===== src/rtl/addr_reg_pair.sv =====
// Two-half address register (M/J/PC) with a relay-settle write sequencer.
// Writes commit SETTLE+1 edges after acceptance; bus drive is blocked while busy.
module addr_reg_pair #(
   parameter int unsigned       W         = 8,
   parameter int unsigned       SETTLE    = 3,
   parameter logic [2*W-1:0]    RESET_VAL = '0
) (
   input  logic            clk,
   input  logic            rst_n,
   input  logic            ld_lo,
   input  logic            ld_hi,
   input  logic            ld_full,
   input  logic            inc,
   input  logic            sel,
   input  logic [W-1:0]    data_in,
   input  logic [2*W-1:0]  addr_in,
   output logic [2*W-1:0]  addr_out,
   output logic            addr_oe,
   output logic [2*W-1:0]  content,
   output logic            busy,
   output logic            done,
   output logic            carry,
   output logic            cmd_err,
   output logic            led_ld,
   output logic            led_sel
);

   localparam int unsigned AW = 2 * W;
   localparam int unsigned CW = 4;

   typedef enum logic [1:0] {
      S_IDLE,
      S_SETTLE,
      S_COMMIT
   } state_t;

   state_t          state_q, state_d;
   logic [CW-1:0]   cnt_q, cnt_d;
   logic [AW-1:0]   cap_q, cap_d;
   logic            cpend_q, cpend_d;
   logic [AW-1:0]   content_q, content_d;
   logic [AW-1:0]   addr_out_q, addr_out_d;
   logic            oe_q, oe_d;
   logic            busy_q, busy_d;
   logic            done_q, done_d;
   logic            carry_q, carry_d;
   logic            err_q, err_d;
   logic            cmd;

   assign cmd = ld_full | ld_hi | ld_lo | inc;

   // State and datapath registers
   always_ff @(posedge clk or negedge rst_n) begin
      if (!rst_n) begin
         state_q    <= S_IDLE;
         cnt_q      <= '0;
         cap_q      <= RESET_VAL;
         cpend_q    <= 1'b0;
         content_q  <= RESET_VAL;
         addr_out_q <= RESET_VAL;
         oe_q       <= 1'b0;
         busy_q     <= 1'b0;
         done_q     <= 1'b0;
         carry_q    <= 1'b0;
         err_q      <= 1'b0;
      end else begin
         state_q    <= state_d;
         cnt_q      <= cnt_d;
         cap_q      <= cap_d;
         cpend_q    <= cpend_d;
         content_q  <= content_d;
         addr_out_q <= addr_out_d;
         oe_q       <= oe_d;
         busy_q     <= busy_d;
         done_q     <= done_d;
         carry_q    <= carry_d;
         err_q      <= err_d;
      end
   end

   // Next-state, operand capture and registered-output decode
   always_comb begin
      state_d   = state_q;
      cnt_d     = cnt_q;
      cap_d     = cap_q;
      cpend_d   = cpend_q;
      content_d = content_q;

      case (state_q)
         S_IDLE: begin
            if (cmd) begin
               state_d = S_SETTLE;
               cnt_d   = CW'(SETTLE - 1);
               cpend_d = 1'b0;
               if (ld_full) begin
                  cap_d = addr_in;
               end else if (ld_hi || ld_lo) begin
                  // Unselected half keeps its value; content is frozen until commit.
                  cap_d = {(ld_hi ? data_in : content_q[AW-1:W]),
                           (ld_lo ? data_in : content_q[W-1:0])};
               end else begin
                  cap_d   = content_q + AW'(1);
                  cpend_d = &content_q;
               end
            end
         end
         S_SETTLE: begin
            if (cnt_q == '0) begin
               state_d = S_COMMIT;
            end else begin
               cnt_d = cnt_q - CW'(1);
            end
         end
         S_COMMIT: begin
            content_d = cap_q;
            state_d   = S_IDLE;
         end
         default: state_d = S_IDLE;
      endcase

      busy_d     = (state_d != S_IDLE);
      done_d     = (state_d == S_COMMIT);
      carry_d    = (state_d == S_COMMIT) & cpend_d;
      err_d      = cmd & (state_q != S_IDLE);
      oe_d       = sel & (state_q == S_IDLE) & ~cmd;
      addr_out_d = oe_d ? content_q : addr_out_q;
   end

   assign addr_out = addr_out_q;
   assign addr_oe  = oe_q;
   assign content  = content_q;
   assign busy     = busy_q;
   assign done     = done_q;
   assign carry    = carry_q;
   assign cmd_err  = err_q;
   assign led_ld   = busy_q;
   assign led_sel  = oe_q;

endmodule


===== config.mk =====
export PLATFORM = sky130hd
export DESIGN_NAME = addr_reg_pair
export DESIGN_NICKNAME = d
export VERILOG_FILES = /design/src/rtl/addr_reg_pair.sv
export SDC_FILE = /design/constraint.sdc
export NUM_CORES = 1
export LEC_CHECK = 0
export CORE_ASPECT_RATIO = 2
export CORE_MARGIN = 3
export CORE_UTILIZATION = 42
export CTS_BUF_LIST = sky130_fd_sc_hd__clkbuf_4 sky130_fd_sc_hd__clkbuf_8
export DETAILED_ROUTE_END_ITERATION = 10
export PLACE_DENSITY = 0.8
export SYNTH_ARGS = -nofsm -noshare
export SYNTH_HDL_FRONTEND = slang
export SYNTH_SLANG_ARGS = --single-unit

===== constraint.sdc =====
create_clock -name clk -period 3.5 [get_ports clk]
set_clock_uncertainty 0.2 [all_clocks]
set_input_delay 0.875 -clock clk [delete_from_list [all_inputs] [get_ports clk]]
set_output_delay 0.875 -clock clk [all_outputs]
set_load 0.1 [all_outputs]

Yosys cells after proc, flatten, opt, wreduce, memory -nomap -nowiden

Cells that the tools add are included.

Add/subtract/negate cells: 2
Equality and inequality tests: 5
Muxes and demuxes: 14
Bitwise operators: 8
Reduce and logical (&&, ||, !) cells: 9

Operator list:

| operator                                            | count |
|---|---|
| 2-to-1 mux 16 bit                                   | 2 |
| adder 16 x 1 -> 16 bit, second input constant       | 1 |
| 2-to-1 mux 8 bit                                    | 2 |
| AND reduction 16 bit                                | 1 |
| 2-to-1 mux 4 bit                                    | 2 |
| case mux 4 bit (2 select lines)                     | 1 |
| nonzero test 2 bit                                  | 3 |
| AND 1 bit                                           | 4 |
| equality test 2 bit, second input constant          | 2 |
| logical NOT 4 bit                                   | 1 |
| 2-to-1 mux 1 bit                                    | 4 |
| 2-to-1 mux 2 bit                                    | 2 |
| inequality test 2 bit, second input constant        | 2 |
| case mux 2 bit (2 select lines)                     | 1 |
| subtractor 4 x 1 -> 4 bit, second input constant    | 1 |
| bitwise OR 1 bit                                    | 3 |
| AND reduction 3 bit                                 | 1 |
| equality test 2 x 1 -> 1 bit, second input constant | 1 |
| logical NOT 2 bit                                   | 1 |
| AND reduction 2 bit                                 | 1 |
| logical OR 1 bit                                    | 1 |
| inverter 1 bit                                      | 1 |

Flip-flop bits (word level): 60
Word-level logic and storage cells: 49

Longest topological paths before layout

Depth in word-level cells: 7
Mapped depth: 7

Worst setup path after synthesis

OpenSTA, ideal clock, no wires.

Path kind: reg-to-reg
Start point: register content_q[2], in the netlist content[2]
End point: register cap_q[10]
Setup time: 0.116 ns
Data arrival time: 2.242 ns
Required time: 3.184 ns
Slack: 0.942 ns
Stages on the path, launching flop included: 7
Clock period less this slack: 2.558 ns
Cells stage by stage: dfrtp_1 clkbuf_1 nand4_1 clkbuf_1 nor3_1 xnor2_1 o311ai_0

Longest elaborated chain between the ends: 3

RTL lines:

| item                     | line | source |
|---|---|---|
| start: declaration       | 41   | `logic [AW-1:0] content_q, content_d;` |
| start signal: assignment | 71   | `content_q <= content_d;` |
| adder 16 x 1 -> 16 bit   | 102  | `cap_d = content_q + AW'(1);` |
| 2-to-1 mux 16 bit        | 97   | `end else if (ld_hi \|\| ld_lo) begin` |
| 2-to-1 mux 16 bit        | 95   | `if (ld_full) begin` |
| end signal: assignment   | 69   | `cap_q <= cap_d;` |
| end: declaration         | 39   | `logic [AW-1:0] cap_q, cap_d;` |

Every way passes these cells.
A chain may end at the register's enable or synchronous reset.

Worst setup path in the final report

Start point: input ld_hi
End point: register cap_q[10]

Longest elaborated chain between the ends: 4
Elaborated cells on any way between the ends: 8
Those cells by class: 3 x mux; 3 x bitwise; 2 x reduce/logical

RTL lines:

| item                          | line | source |
|---|---|---|
| start: declaration            | 11   | `input logic ld_hi,` |
| bitwise OR 1 bit (3 in a row) | 50   | `assign cmd = ld_full \| ld_hi \| ld_lo \| inc;` |
| AND reduction 2 bit (no line) | --   |  |

Several ways; a longest one is shown, not always the timed one.

==> summary.txt <==
Logic synthesis
  – Syn Area/Cell: 10.5 sq um
  – Mapped Area: 3030 sq um
  – Top FF cell, synth: dfrtp_1
  – Distinct cells, synth: 45
  – Syn Nets: 323
  – Sequential area share after synthesis: 0.496
  – Synth warn: 0
  – Post-synth ARST share: 1.00
  – Seq cells post-synth: 60
  – Number of flops mapped to enable cells by yosys: 0
  – Cells after Synth: 289

CTS
  – H-tree level count: 3
  – Clock Sinks: 60
  – Hold buffer count at cts: 0
  – Clock-pin transition on the worst setup and hold timing paths: 0.06 ns
  – Clock buffer depth: 2
  – Root Driver: clkbuf_8
  – Num CTS Buffers: 9
  – Cts repair resizes: 0
  – Setup bufs post-CTS: 0
  – CTS tree: done
  – Clk Latency, worst-skew pair: 0.35 ns

Detailed routing
  – Routed wl met3: 531 microns
  – Vias per cell: 5.54
  – ANT nets after route: 0
  – Starting DRC count in detailed routing: 134
  – Pre-antenna DRT Iters: 4
  – WL/cell: 17.4 microns
  – Wire length on met2: 4000 microns
  – WL final: 7950 microns
  – Max layer used: met4
  – DRC viols: 0
  – M1 WL: 3050 microns
  – Via Count: 2539

Final layout
  – Register area: 1500 sq um
  – Share of layout cells above drive strength 1: 0.274
  – Final net count: 397
  – FILL cells: 625
  – Most common cell after layout, fill and taps aside: dfrtp_1
  – N_diodes: 0
  – Multi-input logic area: 1410 sq um
  – Most frequent cells in the layout: dfrtp_1, buf_4, clkdlybuf4s50_1
  – Syn-to-layout area delta: 29.5%

Die
  – Die height: 126 microns
  – Die area: 8330 sq um
  – Initial Util: 0.433
  – Die Wd: 66.1 microns
  – Row cnt: 43
  – Core ar.: 6990 sq um
  – Boundary Pins: 70

STA
  – Max_slew headroom: 0.499
  – Worst-Margin Slew: 0.751 ns
  – Hold Vio Cnt, Final: 0
  – Setup tns final: 0 ns
  – Final setup fails: 0
  – Final Cycle Share: 0.822
  – RSZ-0062 raised after global routing: no
  – Tmin final: 2.88 ns
  – Final Max Slew Viols: 0
  – Fmax: 348 MHz

Placement
  – PortBufs: 69
  – HPWL after DPL: 5850 microns
  – Final GP Congestion: 0.919

Worst setup path
  – Worst-path maximum fanout: 11
  – Endpoint type of the worst setup path: register
  – Crit Path Class: input port to register
  – CP Launch Type: input port
  – Required time worst endpoint: 3.51 ns
  – Crit path DAT: 2.89 ns

Global routing
  – Antenna violations before repair: 0
  – Grt ovf: 0
  – First-pass GRT wire length: 12800 microns
  – Largest net degree at the start of global routing: 34
  – Vias in the first global route: 2554
  – Tot GR Track Use: 0.205

Job
  – Max-Cap Viols: 0

Worst hold path
  – Tightest Hold Check Type: register to register

Run status
  – Status: complete, no violations
path summary, 6_finish.rpt:
path | startpoint | end | slack [ns] | depth (start not counted)
setup / recovery | ld_hi | cap_q[10] | 0.62 | 6
hold reg to reg | addr_out[13] | addr_out[13] | 0.28 | 2
hold / removal | addr_out[13] | addr_out[13] | 0.28 | 2
min in group asynchronous | rst_n | addr_out[12] | 0.39 | 1
max in group asynchronous | rst_n | cap_q[3] | 2.10 | 2
setup reg to reg | content[3] | cap_q[15] | 1.24 | 4
per-layer routing:
metal / GRT usage / vias up
li1: - / 1199
met1: 0.242 / 1202
met2: 0.329 / 108
met3: 0.0446 / 30
met4: 0.131 / 0
met5: 0 / -
synth_stat cells, types with 7 or more instances:
library cell	n	area, sq um
mux2_2	28	315
nor4_1	7	43.8
clkbuf_1	13	48.8
nand3_1	9	45.0
o21ai_0	20	100
inv_1	7	26.3
nand2_1	20	75.1
nor2_1	12	45.0
nor2b_1	7	43.8
a21oi_1	14	70.1
dfrtp_1	60	1500
nor3_1	9	45.0
cell type report:
type | count | area share
clock inverters | 5 | 0.00702
flip-flops and latches | 60 | 0.383
multi-input cells | 203 | 0.361
clock buffers | 11 | 0.0370
repair buffers | 81 | 0.176
inverters | 8 | 0.00766
well taps | 90 | 0.0287
flip-flops by register name, indices dropped and copies added (netlist names):
signal / cells
addr_oe: 1
addr_out: 16
busy: 1
cap_q: 16
carry: 1
cmd_err: 1
cnt_q: 4
content: 16
cpend_q: 1
done: 1
state_q: 2
through the flow:
step	cell area, sq um	utilization	hold WS, ns	instances	worst slack [ns]
5_1_grt	3920	0.561	0.309	458	0.394
6_report	3920	0.561	0.282	458	0.625
3_3_place_gp	3750	0.536	0.261	442	0.368
3_5_place_dp	3750	0.536	0.276	442	0.271
4_1_cts	3920	0.561	0.290	458	0.634
2_1_floorplan	3030	-	0.242	289	0.942
critical path: stages:
cell	delay [ns]
clkdlybuf4s50_1	0.55
nor4_4	0.10
nor3_1	0.56
buf_4	0.31
nand2_1	0.09
o311ai_0	0.40
cells by family after synthesis:
kind of cell | synth area share
adder cells (fa/ha/maj) | 0.0124
AO/OA/AOI/OAI | 0.118
XOR/XNOR | 0.0260
buffers and inverters | 0.0376
AND/OR/NAND/NOR | 0.186
flip-flops | 0.496
multiplexers | 0.124
Power is left out: the tool's default activity adds up to more than one toggle a clock period on the data nets, which glitch-free logic cannot reach.
